### config.mk
export PLATFORM = sky130hd
export DESIGN_NAME = trackball_source_arbiter
export DESIGN_NICKNAME = d
export VERILOG_FILES = /design/src/rtl/trackball_pkg.sv /design/src/rtl/trackball_activity_detect.sv /design/src/rtl/trackball_source_arbiter.sv
export SDC_FILE = /design/constraint.sdc
export NUM_CORES = 1
export LEC_CHECK = 0
export ABC_CLOCK_PERIOD_IN_PS = 8500
export BUFFER_PORTS_ARGS = -buffer_cell sky130_fd_sc_hd__buf_2
export CAP_MARGIN = 20
export CORE_UTILIZATION = 38
export CTS_CLUSTER_SIZE = 30
export DETAILED_ROUTE_END_ITERATION = 10
export MAX_ROUTING_LAYER = met4
export PLACE_DENSITY = 0.58
export SKIP_CTS_REPAIR_TIMING = 1
export SYNTH_ARGS = -nofsm -noshare
export SYNTH_HDL_FRONTEND = slang
export SYNTH_SLANG_ARGS = --single-unit
export TNS_END_PERCENT = 50
### constraint.sdc
create_clock -name clk -period 8.5 [get_ports clk]
set_input_delay 0 -clock clk [delete_from_list [all_inputs] [get_ports clk]]
set_output_delay 0 -clock clk [all_outputs]
set_load 0.005 [all_outputs]
### src/rtl/trackball_pkg.sv
// Shared types and packet layout for the trackball source arbiter.
// Source encoding doubles as the active_src output value.
package trackball_pkg;

   typedef enum logic [1:0] {
      SRC_IDLE    = 2'd0,
      SRC_MOUSE   = 2'd1,
      SRC_DIGITAL = 2'd2,
      SRC_ANALOG  = 2'd3
   } src_t;

   localparam int TOGGLE_BIT       = 24;
   localparam int DX_LSB           = 8;
   localparam int DX_MSB           = 15;
   localparam int DY_LSB           = 16;
   localparam int DY_MSB           = 23;
   localparam int SX_BIT           = 4;
   localparam int SY_BIT           = 5;
   localparam int DEFAULT_DEADZONE = 10;

   // |-128| must come out as 128, which still fits in 8 unsigned bits.
   function automatic logic [7:0] mag8(input logic [7:0] v);
      return v[7] ? (~v + 8'd1) : v;
   endfunction

endpackage

### src/rtl/trackball_activity_detect.sv
// Per-cycle activity terms for the three motion sources, including the
// mouse packet-toggle edge detector and its post-reset priming.
module trackball_activity_detect
   import trackball_pkg::*;
#(
   parameter int DEADZONE = DEFAULT_DEADZONE
) (
   input  logic        clk,
   input  logic        reset,
   input  logic        mouse_toggle,
   input  logic [7:0]  mouse_dx,
   input  logic [7:0]  mouse_dy,
   input  logic [3:0]  joystick_in,
   input  logic [15:0] joystick_analog_in,
   output logic        mouse_pkt,
   output logic        mouse_act,
   output logic        dig_act,
   output logic        ana_act
);

   localparam logic [8:0] DZ = 9'(DEADZONE);

   logic prev_toggle_q, prev_toggle_d;
   logic primed_q, primed_d;

   always_comb begin
      prev_toggle_d = mouse_toggle;
      primed_d      = 1'b1;
   end

   always_ff @(posedge clk or posedge reset) begin
      if (reset) begin
         prev_toggle_q <= 1'b0;
         primed_q      <= 1'b0;
      end else begin
         prev_toggle_q <= prev_toggle_d;
         primed_q      <= primed_d;
      end
   end

   // Until primed, a toggle level left over from before reset is not a packet.
   assign mouse_pkt = primed_q && (mouse_toggle != prev_toggle_q);
   assign mouse_act = mouse_pkt && ((mouse_dx != 8'd0) || (mouse_dy != 8'd0));
   assign dig_act   = (joystick_in != 4'd0);
   assign ana_act   = ({1'b0, mag8(joystick_analog_in[7:0])}  >= DZ) ||
                      ({1'b0, mag8(joystick_analog_in[15:8])} >= DZ);

endmodule

### src/rtl/trackball_source_arbiter.sv
// Grants the trackball emulator to the last active motion source and holds
// it until that source has been idle for HOLD_CYCLES; masks all others.
module trackball_source_arbiter
   import trackball_pkg::*;
#(
   parameter int HOLD_CYCLES = 3000000,
   parameter int DEADZONE    = DEFAULT_DEADZONE,
   parameter int TIMER_W     = 22
) (
   input  logic        clk,
   input  logic        reset,
   input  logic [24:0] ps2_mouse_in,
   input  logic [3:0]  joystick_in,
   input  logic [15:0] joystick_analog_in,
   output logic [24:0] ps2_mouse_out,
   output logic [3:0]  joystick_out,
   output logic [15:0] joystick_analog_out,
   output logic        joystick_mode_out,
   output logic [1:0]  active_src
);

   localparam logic [TIMER_W-1:0] HOLD_RELOAD = TIMER_W'(HOLD_CYCLES - 1);

   logic mouse_pkt, mouse_act, dig_act, ana_act;
   logic own_act;

   src_t               state_q, state_d;
   logic [TIMER_W-1:0] cnt_q, cnt_d;
   logic [24:0]        mouse_out_q, mouse_out_d;
   logic [3:0]         joy_out_q, joy_out_d;
   logic [15:0]        ana_out_q, ana_out_d;
   logic               mode_q, mode_d;

   trackball_activity_detect #(
      .DEADZONE (DEADZONE)
   ) u_detect (
      .clk                (clk),
      .reset              (reset),
      .mouse_toggle       (ps2_mouse_in[TOGGLE_BIT]),
      .mouse_dx           (ps2_mouse_in[DX_MSB:DX_LSB]),
      .mouse_dy           (ps2_mouse_in[DY_MSB:DY_LSB]),
      .joystick_in        (joystick_in),
      .joystick_analog_in (joystick_analog_in),
      .mouse_pkt          (mouse_pkt),
      .mouse_act          (mouse_act),
      .dig_act            (dig_act),
      .ana_act            (ana_act)
   );

   always_comb begin
      unique case (state_q)
         SRC_MOUSE:   own_act = mouse_act;
         SRC_DIGITAL: own_act = dig_act;
         SRC_ANALOG:  own_act = ana_act;
         default:     own_act = 1'b0;
      endcase
   end

   always_comb begin
      state_d = state_q;
      cnt_d   = cnt_q;
      if (state_q == SRC_IDLE) begin
         if (mouse_act) begin
            state_d = SRC_MOUSE;
            cnt_d   = HOLD_RELOAD;
         end else if (dig_act) begin
            state_d = SRC_DIGITAL;
            cnt_d   = HOLD_RELOAD;
         end else if (ana_act) begin
            state_d = SRC_ANALOG;
            cnt_d   = HOLD_RELOAD;
         end
      end else if (own_act) begin
         cnt_d = HOLD_RELOAD;
      end else if (cnt_q == '0) begin
         state_d = SRC_IDLE;
      end else begin
         cnt_d = cnt_q - TIMER_W'(1);
      end

      // Outputs follow the next owner so grant/release and data move together.
      mouse_out_d = mouse_out_q;
      if ((state_d == SRC_MOUSE) && mouse_pkt)
         mouse_out_d = {~mouse_out_q[TOGGLE_BIT], ps2_mouse_in[23:0]};
      joy_out_d = (state_d == SRC_DIGITAL) ? joystick_in : 4'd0;
      ana_out_d = (state_d == SRC_ANALOG) ? joystick_analog_in : 16'd0;
      mode_d    = (state_d == SRC_ANALOG);
   end

   always_ff @(posedge clk or posedge reset) begin
      if (reset) begin
         state_q     <= SRC_IDLE;
         cnt_q       <= '0;
         mouse_out_q <= '0;
         joy_out_q   <= '0;
         ana_out_q   <= '0;
         mode_q      <= 1'b0;
      end else begin
         state_q     <= state_d;
         cnt_q       <= cnt_d;
         mouse_out_q <= mouse_out_d;
         joy_out_q   <= joy_out_d;
         ana_out_q   <= ana_out_d;
         mode_q      <= mode_d;
      end
   end

   assign ps2_mouse_out       = mouse_out_q;
   assign joystick_out        = joy_out_q;
   assign joystick_analog_out = ana_out_q;
   assign joystick_mode_out   = mode_q;
   assign active_src          = state_q;

endmodule
# ---- After elaboration in Yosys (flattened, before gate mapping)
# Cells that the tools add are included.
dict set report classes {
  add_sub_neg 3
  order_cmp 2
  n_eq_ne 9
  n_mux 17
  bitwise 3
  reduce_logical 11
}
# operator n
set ops {}
lappend ops {{$mux W22} 6}
lappend ops {{$logic_not A22 Y1} 1}
lappend ops {{$sub A22 B1 Y22 const B} 1}
lappend ops {{$add A8 B1 Y8 const B} 2}
lappend ops {{$ge A8 B4 Y1 const B} 2}
lappend ops {{$mux W16} 1}
lappend ops {{$mux W8} 2}
lappend ops {{$not A8 Y8} 2}
lappend ops {{$reduce_bool A8 Y1} 2}
lappend ops {{$mux W2} 6}
lappend ops {{$eq A2 B2 Y1 const B} 4}
lappend ops {{$eq A2 B1 Y1 const B} 2}
lappend ops {{$mux W4} 1}
lappend ops {{$ne A4 B4 Y1 const B} 1}
lappend ops {{$reduce_bool A4 Y1} 1}
lappend ops {{$logic_and A1 B1 Y1} 3}
lappend ops {{$ne A3 B3 Y1 const B} 1}
lappend ops {{$pmux W1 S3} 1}
lappend ops {{$logic_not A2 Y1} 1}
lappend ops {{$logic_or A1 B1 Y1} 2}
lappend ops {{$reduce_and A2 Y1} 1}
lappend ops {{$ne A1 B1 Y1} 1}
lappend ops {{$not A1 Y1} 1}
dict set report totals {
  register_bits 72
  output_inout_bits 48
  word_cells 53
}

# ---- Depth between registers and ports, before layout
# Gate-level depths: netlist (run 1).
dict set report depth {
  word_depth 11
  mapped_depth 11
  depth_no_buf 9
}

# ---- Hierarchy
# Synthesis (run 1) repeated with hierarchy kept, for this count alone.
dict set report unflattened {
  hier_cells 315
  hier_area_um2 3479.6
}
# module instances cells_each area_each_um2
set by_module_without_submodules {}
lappend by_module_without_submodules {trackball_source_arbiter 1 267 3119.2}
lappend by_module_without_submodules {trackball_activity_detect 1 48 360.3}

# ---- Worst setup path before layout (run 1)
# No wires, ideal clock.
dict set report synth_timing {
  kind {register to register}
  start {reg cnt_q[6]}
  end {reg mouse_out_q[13], in the netlist ps2_mouse_out[13]}
  arrival_time_ns 2.578
  setup_slack_ns 5.797
  stages_incl_launch_ff 11
  path_buffers 3
  synth_period_minus_slack_ns 2.703
  path_cell_list {dfrtp_1 -> nor4_1 -> and4_1 -> clkbuf_1 -> nand3_1 -> o41ai_2 -> o21ai_1 -> or3_1 -> buf_6 -> buf_12 -> mux2_4}
}
dict set report synth_via {
  elab_chain_cells 6
}
# element line
set synth_lines {}
lappend synth_lines {{start: declaration} trackball_source_arbiter.sv:28} ;# logic [TIMER_W-1:0] cnt_q, cnt_d;
lappend synth_lines {{start signal: assignment} trackball_source_arbiter.sv:100} ;# cnt_q <= cnt_d;
lappend synth_lines {{$logic_not A22 Y1} trackball_source_arbiter.sv:75} ;# end else if (cnt_q == '0) begin
lappend synth_lines {{$mux W2} trackball_source_arbiter.sv:75}
lappend synth_lines {{$mux W2} trackball_source_arbiter.sv:73} ;# end else if (own_act) begin
lappend synth_lines {{$mux W2} trackball_source_arbiter.sv:62} ;# if (state_q == SRC_IDLE) begin
lappend synth_lines {{$eq A2 B1 Y1} trackball_source_arbiter.sv:83} ;# if ((state_d == SRC_MOUSE) && mouse_pkt)
lappend synth_lines {{$logic_and A1 B1 Y1} trackball_source_arbiter.sv:83}
lappend synth_lines {{end signal: assignment} trackball_source_arbiter.sv:101} ;# mouse_out_q <= mouse_out_d;
lappend synth_lines {{end: declaration} trackball_source_arbiter.sv:29} ;# logic [24:0] mouse_out_q, mouse_out_d;
# Every way passes these cells.
# A chain may end at the register's enable or synchronous reset.

# ---- Worst setup path in the final report (run 1)
dict set report layout_timing {
  start {in joystick_analog_in[9]}
  end {reg cnt_q[14]}
}
dict set report layout_via {
  elab_chain_cells 8
  elab_cells_between_ends 11
  cone_classes {add/sub (1); order compare (1); eq/ne (2); mux (4); bitwise (1); reduce/logical (2)}
}
# element line
set layout_lines {}
lappend layout_lines {{start: declaration} trackball_source_arbiter.sv:14} ;# input logic [15:0] joystick_analog_in,
lappend layout_lines {{$not A8 Y8} trackball_pkg.sv:23} ;# return v[7] ? (~v + 8'd1) : v;
lappend layout_lines {{$add A8 B1 Y8} trackball_pkg.sv:23}
lappend layout_lines {{$mux W8 (*)} trackball_pkg.sv:23}
lappend layout_lines {{$ge A8 B4 Y1 (*)} trackball_activity_detect.sv:46} ;# ({1'b0, mag8(joystick_analog_in[15:8])} >= DZ);
lappend layout_lines {{$logic_or A1 B1 Y1 (*)} trackball_activity_detect.sv:45} ;# assign ana_act = ({1'b0, mag8(joystick_analog_in[7:0])} >= DZ) ||
lappend layout_lines {{$pmux W1 S3} trackball_source_arbiter.sv:51} ;# unique case (state_q)
lappend layout_lines {{$ne A3 B3 Y1 (no source line) or $mux W22 (tied branches)} -}
lappend layout_lines {{$reduce_and A2 Y1 (no source line) or $mux W22 (tied branches)} -}
# Mark *: on every way between the ends. The rest lies on a longest branch, timed or not.

==> impl_metrics.json, run 1 <==
{
  "outcome": "complete, but fails checks",
  "violations": "negative hold slack",
  "grt_antenna_before_repair": 0,
  "power_density_nw_per_um2": 153.5,
  "drc": 0,
  "rows": 35,
  "slew_viol_final": 0,
  "final_cell_mix": "buf_2 (94), dfrtp_1 (72), dlygate4sd3_1 (45), and3_1 (21), mux2_4 (19)",
  "io_pins": 95,
  "grt_start_max_net_pins": 73,
  "cts_buffer_depth": 2,
  "synth_nets": 366,
  "cp.required_ns": 8.79,
  "fillers": 809,
  "nets": 508,
  "syn_to_final_growth_pct": 34.73,
  "place.gp.congestion": 0.7926,
  "die_y_um": 99.08,
  "ys_warn_count": 0,
  "critPathLaunchType": "primary input",
  "finalHoldViolCount": 72,
  "fin_tns_setup_ns": 0,
  "holdWs_ns": -0.08217,
  "swShare_pct": 22.31,
  "fmax_mhz": 305.7,
  "critPathArrivalTime_ns": 3.56,
  "routed_via_density": 5.240,
  "regToRegStartpoint": "cnt_q[6]",
  "final.setup_skew_ns": 0.01292,
  "r2r_end": "ps2_mouse_out[18]",
  "async_reset_ff_share_pct": 100.0,
  "hold_class": "in2async",
  "overflow": 0,
  "maxCapViolations": 0,
  "vdd_drop_max_v": 0.00006142,
  "worst_slew_pin_slew_ns": 0.9025,
  "postSynthAreaPerCell_um2": 11.44,
  "p_leak_nw": 2.292,
  "path_clk_slew_ns": 0.08,
  "r2r_setup_slack_ns": 5.50,
  "diodes": 0,
  "firstDrtPassIters": 4,
  "drive_above_1_share_pct": 32.39,
  "relSlewSlack_pct": 39.84,
  "syn_area_um2": 3581,
  "cp_max_fo": 18,
  "synth_edf_count": 0,
  "die_x_um": 99.08,
  "cts_htree_levels": 3,
  "post-dp-hpwl_mm": 5.516,
  "power.switching_mw": 0.1652,
  "synthFlopType": "dfrtp_1",
  "grt_pass1_vias": 2592,
  "vias": 2992,
  "drt-total-wl_mm": 8.542,
  "wl_per_cell_um": 14.96,
  "tritoncts": "done",
  "rsz0062_at_grt": "no",
  "detail-route-antenna-nets": 0,
  "seq_power_share_pct": 46.9,
  "rr_worst_depth": 8,
  "core_um2": 9196,
  "start_util_pct": 38.94,
  "buffer_ports.inserted": 94,
  "drtIter0Drc": 116,
  "final_common_cell": "buf_2",
  "dieArea_um2": 9816,
  "fin_crit_sh_pct": 38.48,
  "root_buffer": "clkbuf_8",
  "crit_type": "in2reg",
  "power_mw": 0.7404,
  "p_clk_share_pct": 44.9,
  "crit_start": "joystick_analog_in[9]",
  "p_comb_share_pct": 8.1,
  "clk_latency_ns": 0.35,
  "numClockSinks": 72,
  "grt_pass1_wl_mm": 12.94,
  "worstSetupEndpoint": "cnt_q[14]",
  "cts_made_buffers": 9,
  "final-setup-viol-count": 0,
  "p_int_mw": 0.5752,
  "grt_usage_pct": 17.34,
  "fin_crit_ns": 3.271,
  "cp-end-kind": "flop",
  "yosysSeqAreaShare_pct": 50.31,
  "synth_cells": 313,
  "synth_cell_types": 52,
  "synth_seq_cells": 72
}
power by group through the flow:
stage / logic, mW / registers, mW / clock network [mW]
floorplan: 0.0192 / 0.355 / 0
global placement: 0.0435 / 0.354 / 0
detailed placement: 0.0444 / 0.354 / 0
CTS: 0.0445 / 0.348 / 0.343
global route: 0.0670 / 0.348 / 0.355
finish: 0.0600 / 0.348 / 0.333
sequential cells by signal, indices dropped and copies added (netlist names):
signal,flops
ps2_mouse_out,25
u_detect.primed_q,1
joystick_out,4
active_src,2
cnt_q,22
joystick_analog_out,16
u_detect.prev_toggle_q,1
joystick_mode_out,1
cell usage after synthesis, types with 2 or more instances:
cell type	n	area share [%]
dfrtp_1	72	50
and3_1	21	3.7
mux2_4	19	8.0
o21ai_0	17	2.4
inv_1	14	1.5
a21oi_1	12	1.7
nor2_1	12	1.3
nor3_1	12	1.7
nand2_1	11	1.2
nor4_1	11	1.9
or3_1	9	1.6
and4_1	7	1.7
a31oi_1	6	1.0
clkbuf_1	6	0.63
ha_1	6	2.1
o31ai_1	6	1.3
or4_1	6	1.3
mux2_2	5	1.6
nand3_1	5	0.70
nand3b_1	5	1.0
xor2_1	4	0.98
buf_2	3	0.42
nand2b_1	3	0.52
o22ai_1	3	0.52
or2_2	3	0.52
or4bb_1	3	0.94
a2111oi_4	2	1.5
a21o_1	2	0.42
and2_1	2	0.35
buf_12	2	1.1
nor4b_1	2	0.49
or3b_4	2	0.63
metal layers:
metal / up-vias / track usage (%) / wire (um) / part of all wire, %
met1: 1435 / 23.22 / 3993 / 47
met2: 90 / 25.82 / 3979 / 47
met3: 13 / 3.121 / 411 / 4.8
met5: - / - / 0 / 0
met4: 0 / 7.579 / 158 / 1.8
li1: 1454 / - / - / -
cell type report:
class / count / area [um^2] / share of cell area, %
Tap cell: 111 / 138.9 / 2.879
Multi-Input combinational cell: 215 / 1638 / 33.95
Clock buffer: 10 / 127.6 / 2.645
Timing Repair Buffer: 143 / 950.9 / 19.71
Clock inverter: 6 / 115.1 / 2.386
Inverter: 14 / 52.55 / 1.089
Sequential cell: 72 / 1802 / 37.34
worst min path at each step:
stage | endpoint | cells past startpoint | slack (ns) | start
global placement | u_detect.prev_toggle_q | 1 | 0.13 | ps2_mouse_in[24]
floorplan | u_detect.prev_toggle_q | 0 | 0.03 | ps2_mouse_in[24]
finish | ps2_mouse_out[4] | 3 | -0.08 | reset
global route | active_src[0] | 3 | 0.01 | reset
CTS | u_detect.prev_toggle_q | 1 | -0.23 | ps2_mouse_in[24]
detailed placement | u_detect.prev_toggle_q | 1 | 0.13 | ps2_mouse_in[24]
critical path: stages:
cell and delay [ns]:
dlygate4sd3_1 0.54, buf_2 0.15, inv_1 0.11, ha_1 0.19
or3b_4 0.40, a21o_1 0.19, o22ai_1 0.36, nor4_1 0.14
or4b_1 0.83, or4_1 0.56, nand3_1 0.09
per-stage QoR:
step / cells / utilization, % / area, um^2 / worst slack, ns
floorplan: 313 / - / 3581 / 5.797
global placement: 510 / 44.93 / 4131 / 5.523
detailed placement: 510 / 44.93 / 4131 / 5.424
CTS: 526 / 47.56 / 4374 / 5.514
global route: 571 / 52.46 / 4825 / 5.061
finish: 571 / 52.46 / 4825 / 5.229
cell families (layout without fill, tap and decap cells):
kind of cell / count (synthesis) / after routing / synth area share (%)
adder cells (fa/ha/maj): 6 / 6 / 2.096
AND/OR/NAND/NOR: 120 / 120 / 21.07
multiplexers: 24 / 24 / 9.539
XOR/XNOR: 5 / 5 / 1.223
flip-flops: 72 / 72 / 50.31
AO/OA/AOI/OAI: 59 / 59 / 11.71
other: 1 / 1 / 0.1047
buffers and inverters: 26 / 173 / 3.948
(Power assumes the default switching activity.)
==> run 2, diff against run 1 <==
Settings changed: ABC_CLOCK_PERIOD_IN_PS 8500 to 3200.
Clock period 8.5 ns to 3.2 ns, I/O delays scaled along.
==> run 2 against run 1 <==
  * Die area did not move
  * Critical path type unchanged
  * Flip-flop and latch count did not move
  * The run now ends clean
  * Combinational power rose to 2.7 times the previous value
==> impl_metrics.json, run 2 (synthesized netlist as in run 1, its figures left out) <==
{
  "outcome": "finished clean",
  "rr_worst_depth": 8,
  "final_common_cell": "buf_2",
  "final.setup_skew_ns": 0.009460,
  "power_density_nw_per_um2": 391.4,
  "tritoncts": "done",
  "cp.required_ns": 3.49,
  "drc": 0,
  "io_pins": 95,
  "grt_usage_pct": 17.80,
  "largest_register_ffs": 25,
  "slew_viol_final": 0,
  "cpPeakStageDelay_ns": 0.83,
  "die_x_um": 99.08,
  "rsz0062_at_grt": "no",
  "dieArea_um2": 9816,
  "path_clk_slew_ns": 0.08,
  "grt_start_max_net_pins": 28,
  "fin_crit_sh_pct": 94.28,
  "drt-total-wl_mm": 8.758,
  "grt_pass1_wl_mm": 13.24,
  "vdd_drop_max_v": 0.0002417,
  "overflow": 0,
  "crit_type": "in2reg",
  "fin_crit_ns": 3.017,
  "core_um2": 9196,
  "drtIter0Drc": 76,
  "numClockSinks": 72,
  "cts_htree_levels": 3,
  "r2r_end": "ps2_mouse_out[14]",
  "final-setup-viol-count": 0,
  "hold_class": "in2async",
  "fin_tns_setup_ns": 0,
  "fmax_mhz": 331.5,
  "nets": 510,
  "clk_latency_ns": 0.35,
  "power_mw": 1.889,
  "critPathArrivalTime_ns": 3.30,
  "relSlewSlack_pct": 62.80,
  "firstDrtPassIters": 4,
  "r2r_setup_slack_ns": 0.29,
  "crit_slowest_cell": "or4b_1",
  "start_util_pct": 38.94,
  "cts_buffer_depth": 2,
  "crit_path_cell_trace": "dlygate4sd3_1 -> buf_2 -> or3b_4 -> a21o_1 -> o22ai_1 -> nor4_1 -> or4b_1 -> or4_1 -> nand3_1",
  "grt_antenna_before_repair": 0,
  "worstSetupEndpoint": "cnt_q[14]",
  "finalHoldViolCount": 0,
  "cp_max_fo": 18,
  "maxCapViolations": 0,
  "die_y_um": 99.08,
  "regToRegStartpoint": "cnt_q[12]",
  "post-dp-hpwl_mm": 5.770,
  "fillers": 795,
  "buffer_ports.inserted": 94,
  "routed_via_density": 5.286,
  "place.gp.congestion": 0.7667,
  "grt_pass1_vias": 2732,
  "critPathLaunchType": "primary input",
  "cts_made_buffers": 9,
  "vias": 3029,
  "root_buffer": "clkbuf_8",
  "diodes": 0,
  "final_cell_mix": "buf_2 (94), dfrtp_1 (72), dlygate4sd3_1 (46), and3_1 (21), mux2_4 (19)",
  "syn_to_final_growth_pct": 34.77,
  "cp-end-kind": "flop",
  "wl_per_cell_um": 15.28,
  "p_leak_nw": 2.286,
  "detail-route-antenna-nets": 0,
  "worst_slew_pin_slew_ns": 0.5572,
  "postLayoutCoreUtil_pct": 52.48,
  "drive_above_1_share_pct": 32.68,
  "rows": 35,
  "crit_start": "joystick_analog_in[10]",
  "holdWs_ns": 0.2453
}
## run 2: per-stage QoR
stage / setup slack, ns / area [um^2] / cells
2_1_floorplan: 0.4969 / 3581 / 313
3_5_place_dp: 0.07253 / 4139 / 511
5_1_grt: 0.03237 / 4826 / 573
3_3_place_gp: 0.2224 / 4139 / 511
6_report: 0.1830 / 4826 / 573
4_1_cts: 0.1529 / 4359 / 527
## run 2: area by class of cell
cell class | instances | area (um^2) | share of cell area, %
tap | 111 | 138.9 | 2.878
sequential | 72 | 1802 | 37.33
clock buffer | 10 | 127.6 | 2.645
timing repair buffer | 145 | 968.4 | 20.07
multi-input combinational | 215 | 1644 | 34.07
clock inverter | 6 | 92.59 | 1.919
inverter | 14 | 52.55 | 1.089
## run 2: where the power goes
part,switching (mW),internal [mW]
clock,0.359,0.443
combinational,0.0771,0.0854
sequential,0.00303,0.921
## run 2: per-layer routing
layer	vias up	track usage, %	part of all wire (%)
met5	-	-	0
met4	0	6.448	1.6
met3	15	3.901	4.5
met2	81	27.92	46
met1	1470	22.72	48
li1	1463	-	-
## run 2: critical path, delay by kind of cell
family                 cells  cell delay [ns]
AO/OA/AOI/OAI              2             0.59
buffers and inverters      2             0.70
AND/OR/NAND/NOR            5             2.01
## run 2: worst min path at each step
| stage | start | endpoint | depth (start not counted) |
|---|---|---|---|
| floorplan | ps2_mouse_in[24] | u_detect.prev_toggle_q | 0 |
| finish | reset | ps2_mouse_out[16] | 3 |
| detailed placement | reset | ps2_mouse_out[10] | 2 |
| global route | reset | ps2_mouse_out[10] | 3 |
| CTS | reset | ps2_mouse_out[18] | 2 |
| global placement | reset | ps2_mouse_out[6] | 2 |
